`src/rtl/riv_retry_timer_if.sv`:
```
`default_nettype none
// ============================================================================
// Module      : riv_retry_timer_if
// Description : Bundle of handshake and counter-control signals between a
//               retry timer (slave side) and the logic that requests timed
//               attempts and owns the external down-counter (master side).
//   start         request to begin a timed attempt sequence
//   ack           far-end response ending the sequence successfully
//   timeout_value timeout in clk cycles, sampled on accepted start
//   cnt_load      load strobe to the down-counter
//   cnt_value     value to load into the down-counter
//   cnt_enable    decrement enable to the down-counter
//   cnt_done      counter-is-zero flag from the down-counter
//   busy          sequence in progress
//   retry         one-cycle pulse on a timeout followed by a retry
//   success       one-cycle pulse when ack ends the sequence
//   fail          one-cycle pulse when the final attempt times out
//   retry_count   retries issued in the current or most recent sequence
// Revision    : 1.0 - initial release
// ============================================================================
interface riv_retry_timer_if #(
  parameter int WIDTH = 16
);
  logic             start;
  logic             ack;
  logic [WIDTH-1:0] timeout_value;
  logic             cnt_load;
  logic [WIDTH-1:0] cnt_value;
  logic             cnt_enable;
  logic             cnt_done;
  logic             busy;
  logic             retry;
  logic             success;
  logic             fail;
  logic [3:0]       retry_count;

  modport master (
    output start, ack, timeout_value, cnt_done,
    input  cnt_load, cnt_value, cnt_enable, busy, retry, success, fail,
           retry_count
  );

  modport slave (
    input  start, ack, timeout_value, cnt_done,
    output cnt_load, cnt_value, cnt_enable, busy, retry, success, fail,
           retry_count
  );
endinterface
`default_nettype wire

```
`src/rtl/riv_retry_timer.sv`:
```
`default_nettype none
// ============================================================================
// Module      : riv_retry_timer
// Description : Timed attempt sequencer. On start it loads an external
//               down-counter, waits for ack or counter expiry, and retries up
//               to MAX_RETRY times before reporting fail.
// Ports       : clk    - clock, rising edge
//               rst_n  - synchronous active-low reset
//               bus    - riv_retry_timer_if.slave (handshake + counter ctrl)
// Parameters  : WIDTH     - timeout / counter width in bits
//               MAX_RETRY - retries after the first attempt (0..15)
// Options     : RIV_RETRY_TIMER_BACKOFF_EN - when defined, attempt n loads
//               timeout << n, saturated to all ones on overflow.
// Revision    : 1.0 - initial release
// ============================================================================
module riv_retry_timer #(
  parameter int WIDTH     = 16,
  parameter int MAX_RETRY = 3
) (
  input  logic               clk,
  input  logic               rst_n,
  riv_retry_timer_if.slave   bus
);

  localparam logic [3:0] MAX_CNT = 4'(MAX_RETRY);

  typedef enum logic [1:0] {
    IDLE = 2'd0,
    ARM  = 2'd1,
    WAIT = 2'd2
  } state_t;

  state_t           state;
  logic [WIDTH-1:0] timeout_cap;
  logic             load_strobe;
  logic [WIDTH-1:0] load_value;
  logic             busy_flag;
  logic             retry_pulse;
  logic             success_pulse;
  logic             fail_pulse;
  logic [3:0]       count;

  logic [3:0]       next_count;
  logic [WIDTH-1:0] retry_value;

  assign next_count = count + 4'd1;

`ifdef RIV_RETRY_TIMER_BACKOFF_EN
  // Shift in a widened vector so any bit pushed past the top is detectable.
  function automatic logic [WIDTH-1:0] sat_shift(input logic [WIDTH-1:0] base,
                                                 input logic [3:0]       n);
    logic [WIDTH+14:0] wide;
    wide = {15'b0, base} << n;
    if (|wide[WIDTH+14:WIDTH]) return '1;
    return wide[WIDTH-1:0];
  endfunction

  assign retry_value = sat_shift(timeout_cap, next_count);
`else
  assign retry_value = timeout_cap;
`endif

  always_ff @(posedge clk) begin
    if (!rst_n) begin
      state         <= IDLE;
      timeout_cap   <= '0;
      load_strobe   <= 1'b0;
      load_value    <= '0;
      busy_flag     <= 1'b0;
      retry_pulse   <= 1'b0;
      success_pulse <= 1'b0;
      fail_pulse    <= 1'b0;
      count         <= 4'd0;
    end else begin
      load_strobe   <= 1'b0;
      retry_pulse   <= 1'b0;
      success_pulse <= 1'b0;
      fail_pulse    <= 1'b0;
      case (state)
        IDLE: begin
          if (bus.start) begin
            // First attempt uses the unshifted timeout in both build modes.
            timeout_cap <= bus.timeout_value;
            load_value  <= bus.timeout_value;
            load_strobe <= 1'b1;
            count       <= 4'd0;
            busy_flag   <= 1'b1;
            state       <= ARM;
          end
        end
        ARM: begin
          state <= WAIT;
        end
        WAIT: begin
          // ack wins over a simultaneous expiry.
          if (bus.ack) begin
            success_pulse <= 1'b1;
            busy_flag     <= 1'b0;
            state         <= IDLE;
          end else if (bus.cnt_done) begin
            if (count < MAX_CNT) begin
              retry_pulse <= 1'b1;
              count       <= next_count;
              load_value  <= retry_value;
              load_strobe <= 1'b1;
              state       <= ARM;
            end else begin
              fail_pulse <= 1'b1;
              busy_flag  <= 1'b0;
              state      <= IDLE;
            end
          end
        end
        default: begin
          busy_flag <= 1'b0;
          state     <= IDLE;
        end
      endcase
    end
  end

  // Combinational so the counter stops on the very cycle it reports zero.
  assign bus.cnt_enable  = (state == WAIT) && !bus.cnt_done && !bus.ack;
  assign bus.cnt_load    = load_strobe;
  assign bus.cnt_value   = load_value;
  assign bus.busy        = busy_flag;
  assign bus.retry       = retry_pulse;
  assign bus.success     = success_pulse;
  assign bus.fail        = fail_pulse;
  assign bus.retry_count = count;

endmodule
`default_nettype wire

```
`src/flat_wrapper.sv`:
```
// flat-port wrapper written by rule: the top's interface ports become plain ports
module riv_retry_timer_flat 
#(
  parameter int WIDTH     = 16,
  parameter int MAX_RETRY = 3
)
  (clk, rst_n, bus_start, bus_ack, bus_timeout_value, bus_cnt_done, bus_cnt_load, bus_cnt_value, bus_cnt_enable, bus_busy, bus_retry, bus_success, bus_fail, bus_retry_count);
  riv_retry_timer_if #(.WIDTH(WIDTH)) bus_i ();
  input  logic clk;
  input  logic rst_n;
  input wire logic [$bits(bus_i.start)-1:0] bus_start;
  input wire logic [$bits(bus_i.ack)-1:0] bus_ack;
  input wire logic [$bits(bus_i.timeout_value)-1:0] bus_timeout_value;
  input wire logic [$bits(bus_i.cnt_done)-1:0] bus_cnt_done;
  output wire logic [$bits(bus_i.cnt_load)-1:0] bus_cnt_load;
  output wire logic [$bits(bus_i.cnt_value)-1:0] bus_cnt_value;
  output wire logic [$bits(bus_i.cnt_enable)-1:0] bus_cnt_enable;
  output wire logic [$bits(bus_i.busy)-1:0] bus_busy;
  output wire logic [$bits(bus_i.retry)-1:0] bus_retry;
  output wire logic [$bits(bus_i.success)-1:0] bus_success;
  output wire logic [$bits(bus_i.fail)-1:0] bus_fail;
  output wire logic [$bits(bus_i.retry_count)-1:0] bus_retry_count;
  assign bus_i.start = bus_start;
  assign bus_i.ack = bus_ack;
  assign bus_i.timeout_value = bus_timeout_value;
  assign bus_i.cnt_done = bus_cnt_done;
  assign bus_cnt_load = bus_i.cnt_load;
  assign bus_cnt_value = bus_i.cnt_value;
  assign bus_cnt_enable = bus_i.cnt_enable;
  assign bus_busy = bus_i.busy;
  assign bus_retry = bus_i.retry;
  assign bus_success = bus_i.success;
  assign bus_fail = bus_i.fail;
  assign bus_retry_count = bus_i.retry_count;
  riv_retry_timer #(.WIDTH(WIDTH), .MAX_RETRY(MAX_RETRY)) u_core (.clk(clk), .rst_n(rst_n), .bus(bus_i));
endmodule
```
`config.mk`:
```
export PLATFORM = sky130hd
export DESIGN_NAME = riv_retry_timer_flat
export DESIGN_NICKNAME = d
export VERILOG_FILES = /design/src/rtl/riv_retry_timer_if.sv /design/src/rtl/riv_retry_timer.sv /design/src/flat_wrapper.sv
export SDC_FILE = /design/constraint.sdc
export NUM_CORES = 1
export LEC_CHECK = 0
export CAP_MARGIN = 25
export CORE_MARGIN = 2
export CORE_UTILIZATION = 40
export CTS_CLUSTER_SIZE = 16
export DETAILED_ROUTE_END_ITERATION = 8
export GPL_TIMING_DRIVEN = 0
export PLACE_DENSITY_LB_ADDON = 0.08
export SETUP_SLACK_MARGIN = 0.05
export SYNTH_ARGS = -nofsm -noshare
export SYNTH_HDL_FRONTEND = slang
export SYNTH_SLANG_ARGS = --single-unit
```
`constraint.sdc`:
```
create_clock -name clk -period 1.5 [get_ports clk]
set_input_delay 0.225 -clock clk [delete_from_list [all_inputs] [get_ports clk]]
set_output_delay 0.225 -clock clk [all_outputs]
set_load 0.005 [all_outputs]
```
==> impl_metrics.py, run 1 <==
metrics = {
    "power": {
        "switching_share": 0.2633,
        "static-leakage-power_nw": 1.224,
        "p_sw_mw": 0.7359,
        "power_report.internal_total_mw": 2.059,
        "clockPowerShare": 0.327,
        "powerDensity_nw_per_um2": 942.2,
        "ir_drop_mv": 0.6448,
        "share_comb_of_total_power": 0.219,
        "power.sequential.fraction": 0.454,
    },
    "floorplanning": {
        "rows": 25,
        "floorplan.die_area_um2": 5378,
        "area_of_the_core_um2": 4692,
        "die_width_um": 73.34,
        "die_height_um": 73.34,
        "floorplan.initialDensity": 0.4099,
        "floorplan.io_pins": 47,
    },
    "synth": {
        "avgSynthCellArea_um2": 10.07,
        "async_flop_share": 0,
        "synth_enable_flop_cells": 0,
        "synth.net_count": 213,
        "ys_types": 37,
        "synth.ff_latch_count": 43,
        "synthesis.area_um2": 1923,
        "synth-seq-area-share": 0.4476,
        "mapped_cells": 191,
        "yosys_warnings": 0,
        "flip_flop_cell_with_the_highest_count_after_synthesis": "dfxtp_1",
    },
    "critical_path": {
        "cp_delay_by_family_top": "flip-flops",
        "r2r-end": "u_core.bus.retry_count[1]",
        "worst_setup_path_start_kind": "flip-flop",
        "timing.reg2reg.worst_path_depth": 5,
        "crit_path_top_delay_cell": "dfxtp_4",
        "timing.critical_path.to": "u_core.bus.retry_count[1]",
        "worstSetupPathDepth": 5,
        "cp-startpoint": "u_core.bus.retry_count[0]",
        "cp_data_arrival_time_ns": 1.78,
        "cp_data_required_time_ns": 1.72,
        "worst-setup-path-type": "flip-flop to flip-flop",
        "wp_buf_inv": 1,
        "critical_path.max_fanout": 5,
        "crit_path_cell_trace": "ha_4, or3_4, o21ai_4, buf_6, mux2i_1",
        "setup.worst_path.end_class": "flip-flop",
        "critical_path.reg2reg.startpoint": "u_core.bus.retry_count[0]",
        "slowest_delay_ns": 0.37,
        "ff2ff_setup_slack_ns": -0.06,
    },
    "worst_hold_path": {
        "min_path_type": "input port to flip-flop",
    },
    "route": {
        "vias_per_cell": 5.278,
        "initialDrtViolationCount": 47,
        "dr_total_vias": 1652,
        "ant_nets": 0,
        "wl_per_cell_um": 15.99,
        "drt_first_pass_iters": 4,
        "finalWirelength_mm": 5.005,
        "drcViolationCount": 0,
    },
    "clock_tree": {
        "cts-root-buf": "clkbuf_8",
        "clock_tree.buffer_depth": 2,
        "cts_tree": "done",
        "clock-sinks": 43,
        "numCtsBuffers": 5,
        "clk_pin_slew_worst_paths_ns": 0.08,
        "htreeDepth": 2,
        "clk-insertion-delay-late_ns": 0.30,
    },
    "global_routing": {
        "gr_met2_demand_resource": 0.2863,
        "grt_first_pass_wirelength_mm": 7.548,
        "grt.met3_usage": 0.03978,
        "grt_start_max_net_pins": 18,
        "grt_antenna_before_repair": 0,
        "grt_use_met1": 0.2528,
        "grt-busiest-layer": "met2",
        "grt_pass1_vias": 1560,
        "globalRoute.totalOverflow": 0,
        "grt_use_total": 0.1874,
    },
    "timing": {
        "final_period_minus_worst_setup_slack_ns": 1.558,
        "timing.slew.headroom": 0.4946,
        "post_route_setup_tns_ns": -0.4360,
        "final_max_slew_viol_count": 0,
        "setup_repair_after_global_routing_missed_its_margin": "true",
        "tightest_slew_ns": 0.7580,
        "whs_ns": 0.2477,
        "fin_skew_ns": 0.01089,
        "min_period_over_period": 1.039,
        "number_of_hold_violations_in_the_final_report": 0,
        "finalSetupViolCount": 14,
        "timing.fmax_ghz": 0.6417,
        "worst_slack_ns": -0.05825,
    },
    "placement": {
        "gp_congestion": 0.7208,
        "place.detailed.hpwl_mm": 2.998,
        "portBuffers": 45,
    },
    "flow_run": {
        "drv_cap": 0,
    },
    "cells_and_area": {
        "area_delta_synth_final_pct": 54.26,
        "num-nets-final": 280,
        "layout-drive-gt1-share": 0.3359,
        "antenna-diode-count": 0,
    },
    "status": {
        "result_of_the_run": "finished, violations left",
        "failed_checks": "setup timing",
    },
}
==> how the worst min path moves through the flow <==
stage                                      from                     to  slack [ns]  cells after the start
after global placement    u_core.retry_value[8]  u_core.retry_value[8]        0.44                      2
after floorplan                         bus_ack        u_core.bus.fail        0.30                      1
final                                     rst_n        u_core.state[1]        0.25                      2
after global routing                      rst_n        u_core.state[1]        0.24                      2
after CTS                                 rst_n        u_core.state[1]        0.24                      2
after detailed placement  u_core.retry_value[0]  u_core.retry_value[0]        0.45                      2
==> logic make-up (layout without fill, tap and decap cells) <==
logic type	after synthesis	in the layout	synth area share
mux	17	17	0.08848
fa+ha+maj	1	1	0.006505
simple gates	55	55	0.1568
buf+inv	19	87	0.07091
flops	43	43	0.4476
compound gates	56	56	0.2297
==> layout make-up <==
cell class / instances / area, µm²
fill: 412 / 1725
clock buffer: 5 / 68.82
inverter: 2 / 7.507
sequential: 43 / 880.8
multi-input combinational: 129 / 1099
buffer: 14 / 136.4
timing repair buffer: 63 / 663.1
tap: 54 / 67.56
clock inverter: 3 / 43.79
==> layer usage <==
metal	vias up	share of wire
met5	-	0
met3	8	0.036
met1	781	0.48
li1	825	-
met2	38	0.47
met4	0	0.016
==> power groups by stage <==
stage	sequential, mW	clock (mW)	combinational (mW)
after detailed placement	1.29	0	0.476
final	1.27	0.913	0.612
after floorplan	1.29	0	0.259
after global placement	1.29	0	0.472
after CTS	1.27	0.932	0.505
after global routing	1.28	0.975	0.662
==> synth_stat cells, types with 2 or more instances <==
cell type	n	area [µm²]
and2_1	2	12.51
a211oi_1	22	165.2
mux2i_1	17	170.2
buf_2	6	30.03
nor3_2	2	20.02
clkbuf_1	4	15.01
a211oi_2	10	125.1
dfxtp_1	43	860.8
nor3_1	2	10.01
or3_1	2	12.51
a21oi_1	17	85.08
buf_6	5	56.30
nor2b_1	2	12.51
nand2_1	34	127.6
==> metrics by stage <==
| step | setup WS, ns | std cells | power (mW) | area [µm²] | util |
|---|---|---|---|---|---|
| floorplan | -0.04107 | 191 | 1.547 | 1928 | - |
| global placement | -0.4092 | 290 | 1.763 | 2446 | 0.5213 |
| detailed placement | -0.3991 | 290 | 1.768 | 2446 | 0.5213 |
| CTS | -0.08451 | 304 | 2.703 | 2665 | 0.5680 |
| global route | -0.1191 | 313 | 2.916 | 2967 | 0.6323 |
| finish | -0.05825 | 313 | 2.795 | 2967 | 0.6323 |
==> cell usage in the layout, fill, tap and decap left out, types with 2 or more instances in the layout <==
cell type | synthesis | final
buf_4 | 1 | 10
buf_2 | 6 | 3
clkbuf_4 | 0 | 2
nand2_2 | 0 | 2
nor3_4 | 0 | 2
nand2_4 | 0 | 9
buf_12 | 1 | 3
a211oi_1 | 22 | 20
a211oi_2 | 10 | 12
dlygate4sd2_1 | 0 | 2
nor2b_1 | 2 | 2
and2_1 | 2 | 2
a21oi_1 | 17 | 8
dfxtp_4 | 0 | 5
buf_6 | 5 | 6
clkdlybuf4s50_1 | 0 | 42
clkbuf_8 | 0 | 5
dfxtp_1 | 43 | 37
buf_8 | 0 | 2
clkbuf_1 | 4 | 3
mux2i_1 | 17 | 17
clkbuf_16 | 0 | 3
a21oi_2 | 0 | 9
nand2_1 | 34 | 23
==> flip-flops by register name (all words and copies together), names as in the netlist, 2 cells and up <==
name	cells
u_core.state	2
u_core.bus.retry_count	4
u_core.retry_value	16
u_core.bus.cnt_value	16
==> worst reg2reg max path: stages, from the launching register on <==
cell and delay (ns):
dfxtp_4 0.37, ha_4 0.16, or3_4 0.35, o21ai_4 0.28, buf_6 0.15, mux2i_1 0.18
==> what timing repair did <==
action / 4_1_cts / 5_1_grt
setup buffers: 7 / 8
pin swaps: 1 / 28
setup endpoints to repair: 33 / 33
gates cloned: 0 / 3
resized for setup: 25 / 51
hold buffers: 0 / 0
Note: power is estimated with default switching activity, not from simulation.
==> inputs of run 2 (changes only) <==
Settings changed: CORE_UTILIZATION 40 to 44, SLEW_MARGIN from default to 20.
==> impl_metrics.py, run 2 (synthesis results as in run 1) <==
metrics = {
    "floorplanning": {
        "floorplan.io_pins": 47,
        "rows": 24,
        "area_of_the_core_um2": 4294,
        "die_width_um": 70.11,
        "floorplan.initialDensity": 0.4478,
        "die_height_um": 70.11,
        "floorplan.die_area_um2": 4915,
    },
    "placement": {
        "place.detailed.hpwl_mm": 3.049,
        "post_place_instance_area_um2": 2444,
        "dp.cells": 288,
        "dp_worst_setup_slack_ns": -0.4051,
        "portBuffers": 45,
        "gp_congestion": 0.7318,
    },
    "clock_tree": {
        "ctsHoldBuffers": 0,
        "clock_tree.buffer_depth": 2,
        "clk-insertion-delay-late_ns": 0.30,
        "htreeDepth": 2,
        "clk_pin_slew_worst_paths_ns": 0.08,
        "cts-root-buf": "clkbuf_8",
        "numCtsBuffers": 5,
        "clock-sinks": 43,
        "cts_tree": "done",
    },
    "global_routing": {
        "grt_use_total": 0.1925,
        "grt_antenna_before_repair": 0,
        "globalRoute.totalOverflow": 0,
        "grt_start_max_net_pins": 18,
        "grt_first_pass_wirelength_mm": 7.555,
        "grt_pass1_vias": 1586,
    },
    "timing": {
        "finalSetupViolCount": 11,
        "worst_slack_ns": -0.04128,
        "post_route_setup_tns_ns": -0.2616,
        "setup_repair_after_global_routing_missed_its_margin": "true",
        "timing.slew.headroom": 0.5317,
        "fin_skew_ns": 0.009503,
        "number_of_hold_violations_in_the_final_report": 0,
        "timing.fmax_ghz": 0.6488,
        "final_period_minus_worst_setup_slack_ns": 1.541,
        "min_period_over_period": 1.028,
        "final_max_slew_viol_count": 0,
        "tightest_slew_ns": 0.7025,
    },
    "worst_hold_path": {
        "min_path_type": "input port to flip-flop",
        "hold-path-cell-count": 2,
        "holdPathEnd": "u_core.state[1]",
        "hold_start": "rst_n",
    },
    "route": {
        "drcViolationCount": 0,
        "initialDrtViolationCount": 74,
        "ant_nets": 0,
        "vias_per_cell": 5.328,
        "wl_per_cell_um": 16.01,
        "finalWirelength_mm": 4.980,
        "dr_total_vias": 1657,
        "drt_first_pass_iters": 4,
    },
    "power": {
        "ir_drop_mv": 0.6499,
        "static-leakage-power_nw": 1.236,
        "design_power_total_mw": 2.796,
        "powerDensity_nw_per_um2": 944.2,
    },
    "critical_path": {
        "worst_setup_path_start_kind": "flip-flop",
        "slowest_delay_ns": 0.36,
        "cp_data_required_time_ns": 1.66,
        "r2r-end": "u_core.bus.cnt_value[5]",
        "crit_path_top_delay_cell": "dfxtp_4",
        "wp_buf_inv": 2,
        "worst-setup-path-type": "flip-flop to flip-flop",
        "timing.reg2reg.worst_path_depth": 6,
        "ff2ff_setup_slack_ns": -0.04,
        "cp_delay_by_family_top": "flip-flops",
        "cp_data_arrival_time_ns": 1.70,
        "crit_path_cell_trace": "ha_4, or3_4, o21ai_4, buf_12, clkbuf_16, a211oi_2",
        "critical_path.reg2reg.startpoint": "u_core.bus.retry_count[0]",
        "critical_path.max_fanout": 7,
        "setup.worst_path.end_class": "flip-flop",
        "cp-startpoint": "u_core.bus.retry_count[0]",
    },
    "cells_and_area": {
        "final-instance-count-excl-fill": 311,
        "num-nets-final": 280,
        "finalInstanceArea_um2": 2962,
        "fill_cell_count": 358,
        "final_cell_mix": "clkdlybuf4s50_1, dfxtp_1, nand2_1, a211oi_1, mux2i_1",
        "layout.cells.most_common": "clkdlybuf4s50_1",
        "antenna-diode-count": 0,
        "area_delta_synth_final_pct": 54.00,
        "layout-drive-gt1-share": 0.3475,
    },
    "flow_run": {
        "drv_cap": 0,
    },
    "status": {
        "result_of_the_run": "finished, violations left",
        "failed_checks": "setup timing",
    },
}
[run 2: power by group]
| part | switching [mW] | internal [mW] |
|---|---|---|
| Combinational | 0.266 | 0.348 |
| Clock | 0.413 | 0.496 |
| Sequential | 0.0558 | 1.22 |
| Total | 0.734 | 2.06 |
[run 2: worst max path at each step]
stage / to / slack (ns) / depth (start not counted)
2_1_floorplan: u_core.bus.cnt_value[10] / -0.04 / 6
3_3_place_gp: u_core.bus.cnt_value[5] / -0.41 / 6
3_5_place_dp: u_core.bus.cnt_value[14] / -0.41 / 6
4_1_cts: u_core.bus.cnt_value[6] / -0.12 / 6
5_1_grt: u_core.bus.cnt_value[14] / -0.06 / 6
6_report: u_core.bus.cnt_value[5] / -0.04 / 6
[run 2: what timing repair did]
action                     in CTS  in global routing
pin swaps                       1                 29
gates cloned                    0                  3
setup endpoints to repair      34                 36
setup buffers                   6                  8
resized for setup              25                 51
[run 2: worst reg2reg max path, cell delays in order, from the launching register on]
cell       delay (ns)
dfxtp_4          0.36
ha_4             0.17
or3_4            0.36
o21ai_4          0.16
buf_12           0.15
clkbuf_16        0.15
a211oi_2         0.05
[run 2: metrics by stage]
step	utilization	hold slack [ns]
2_1_floorplan	-	0.3017
3_3_place_gp	0.5691	0.4410
3_5_place_dp	0.5691	0.4472
4_1_cts	0.6189	0.2334
5_1_grt	0.6897	0.2472
6_report	0.6897	0.2418
[run 2: area by class of cell]
cell class / count / area, µm² / share of cell area
Buffer: 15 / 151.4 / 0.05112
Clock buffer: 5 / 68.82 / 0.02324
Clock inverter: 3 / 43.79 / 0.01479
Inverter: 2 / 7.507 / 0.002535
Multi-Input combinational cell: 129 / 1094 / 0.3692
Sequential cell: 43 / 875.8 / 0.2957
Tap cell: 52 / 65.06 / 0.02197
Timing Repair Buffer: 62 / 655.6 / 0.2214
[run 2: routing by layer]
| layer | GRT usage | up-vias | routed length (µm) |
|---|---|---|---|
| met1 | 0.2704 | 783 | 2465 |
| met2 | 0.2889 | 39 | 2259 |
| met3 | 0.04906 | 6 | 193 |
| li1 | - | 829 | - |
| met5 | 0 | - | 0 |
| met4 | 0.06410 | 0 | 62 |
==> inputs of run 3 (changes only) <==
Settings changed: ABC_CLOCK_PERIOD_IN_PS from default to 1500, TNS_END_PERCENT from default to 1.
==> impl_metrics.py, run 3 (synthesis results as in run 1) <==
metrics = {
    "timing": {
        "number_of_hold_violations_in_the_final_report": 0,
        "timing.fmax_ghz": 0.6296,
        "post_route_setup_tns_ns": -1.094,
        "finalSetupViolCount": 18,
        "setup_repair_after_global_routing_missed_its_margin": "true",
        "final_period_minus_worst_setup_slack_ns": 1.588,
        "worst_slack_ns": -0.08828,
        "fin_skew_ns": 0.009142,
        "tightest_slew_ns": 0.6649,
        "final_max_slew_viol_count": 0,
        "min_period_over_period": 1.059,
        "whs_ns": 0.2512,
        "timing.slew.headroom": 0.5567,
    },
    "floorplanning": {
        "floorplan.initialDensity": 0.4478,
        "floorplan.io_pins": 47,
        "rows": 24,
        "area_of_the_core_um2": 4294,
        "die_width_um": 70.11,
        "die_height_um": 70.11,
        "floorplan.die_area_um2": 4915,
    },
    "clock_tree": {
        "numCtsBuffers": 5,
        "htreeDepth": 2,
        "clk_pin_slew_worst_paths_ns": 0.08,
        "clock-sinks": 43,
        "clk-insertion-delay-late_ns": 0.30,
        "cts-root-buf": "clkbuf_8",
        "clock_tree.buffer_depth": 2,
        "cts_tree": "done",
    },
    "global_routing": {
        "globalRoute.totalOverflow": 0,
        "grt_use_total": 0.1953,
        "grt_first_pass_wirelength_mm": 7.534,
        "grt_start_max_net_pins": 18,
        "grt_antenna_before_repair": 0,
        "grt_pass1_vias": 1525,
    },
    "status": {
        "result_of_the_run": "finished, violations left",
        "failed_checks": "setup timing",
    },
    "critical_path": {
        "worst_setup_path_start_kind": "flip-flop",
        "critical_path.max_fanout": 7,
        "cp_data_required_time_ns": 1.66,
        "worst-setup-path-type": "flip-flop to flip-flop",
        "cp_delay_by_family_top": "buffers and inverters",
        "setup.worst_path.end_class": "flip-flop",
        "slowest_delay_ns": 0.35,
        "wp_buf_inv": 3,
        "crit_path_top_delay_cell": "dfxtp_2",
        "crit_path_cell_trace": "ha_4, or3_1, buf_6, o21ai_4, buf_12, clkbuf_16, a211oi_2",
        "cp_data_arrival_time_ns": 1.74,
    },
    "placement": {
        "place.detailed.hpwl_mm": 3.003,
        "gp_congestion": 0.7358,
        "post_place_instance_area_um2": 2441,
        "portBuffers": 45,
    },
    "route": {
        "initialDrtViolationCount": 87,
        "drt_first_pass_iters": 4,
        "wl_per_cell_um": 15.30,
        "ant_nets": 0,
        "finalWirelength_mm": 4.698,
        "vias_per_cell": 5.274,
        "dr_total_vias": 1619,
        "drcViolationCount": 0,
    },
    "power": {
        "power.sequential.fraction": 0.438,
        "static-leakage-power_nw": 1.174,
        "ir_drop_mv": 0.5656,
        "power_report.internal_total_mw": 2.202,
        "p_sw_mw": 0.6944,
        "clockPowerShare": 0.368,
        "switching_share": 0.2397,
        "share_comb_of_total_power": 0.194,
        "powerDensity_nw_per_um2": 1023,
        "design_power_total_mw": 2.897,
    },
    "cells_and_area": {
        "area_delta_synth_final_pct": 47.30,
        "fill_cell_count": 355,
        "layout-drive-gt1-share": 0.2902,
        "antenna-diode-count": 0,
        "num-nets-final": 276,
        "final_cell_mix": "clkdlybuf4s50_1, dfxtp_1, nand2_1, a211oi_1, mux2i_1",
        "finalInstanceArea_um2": 2833,
        "layout.cells.most_common": "clkdlybuf4s50_1",
    },
    "worst_hold_path": {
        "min_path_type": "input port to flip-flop",
    },
    "flow_run": {
        "drv_cap": 0,
    },
}
-- run 3: per-layer routing --
metal / GRT usage / vias to the layer above / part of all wire
li1: - / 820 / -
met1: 0.2809 / 763 / 0.50
met2: 0.2868 / 32 / 0.45
met3: 0.04329 / 4 / 0.043
met4: 0.07051 / 0 / 0.010
met5: 0 / - / 0
-- run 3: worst paths after layout --
check	startpoint	end	slack, ns	cells past startpoint
worst max-delay path	u_core.bus.retry_count[1]	u_core.bus.cnt_value[5]	-0.09	7
worst min-delay path	rst_n	u_core.state[1]	0.25	2
worst max register to register	u_core.bus.retry_count[1]	u_core.bus.cnt_value[5]	-0.09	7
worst min register to register	u_core.retry_value[3]	u_core.retry_value[3]	0.46	2
-- run 3: per-stage QoR --
stage / cells / setup slack (ns) / utilization
4_1_cts: 298 / -0.1350 / 0.6107
3_5_place_dp: 288 / -0.4087 / 0.5685
5_1_grt: 307 / -0.1354 / 0.6597
6_report: 307 / -0.08828 / 0.6597
3_3_place_gp: 288 / -0.4120 / 0.5685
2_1_floorplan: 191 / -0.04889 / -
-- run 3: power groups by stage --
stage | registers (mW) | clock network (mW) | logic, mW
2_1_floorplan | 1.29 | 0 | 0.259
3_3_place_gp | 1.29 | 0 | 0.473
3_5_place_dp | 1.29 | 0 | 0.475
4_1_cts | 1.27 | 1.08 | 0.493
5_1_grt | 1.28 | 1.13 | 0.611
6_report | 1.27 | 1.07 | 0.562
-- run 3: worst register-to-register path, stage by stage (launching register included) --
cell       delay [ns]
dfxtp_2          0.35
ha_4             0.17
or3_1            0.32
buf_6            0.14
o21ai_4          0.13
buf_12           0.14
clkbuf_16        0.14
a211oi_2         0.05
-- run 3: area by class of cell --
class	count	area [µm²]	area share
Sequential cell	43	870.8	0.3074
Inverter	2	7.507	0.002650
Buffer	16	158.9	0.05610
Clock buffer	6	72.57	0.02562
Multi-Input combinational cell	129	1015	0.3582
Clock inverter	2	60.06	0.02120
Timing Repair Buffer	57	583.1	0.2058
Tap cell	52	65.06	0.02297
-- run 3: repair_timing --
action | CTS | global route
hold buffers | 0 | 0
endpoints found under the setup margin | 34 | 40
setup buffers | 3 | 8
cloned | 0 | 1
pin swaps | 1 | 10
gates resized for setup | 15 | 38
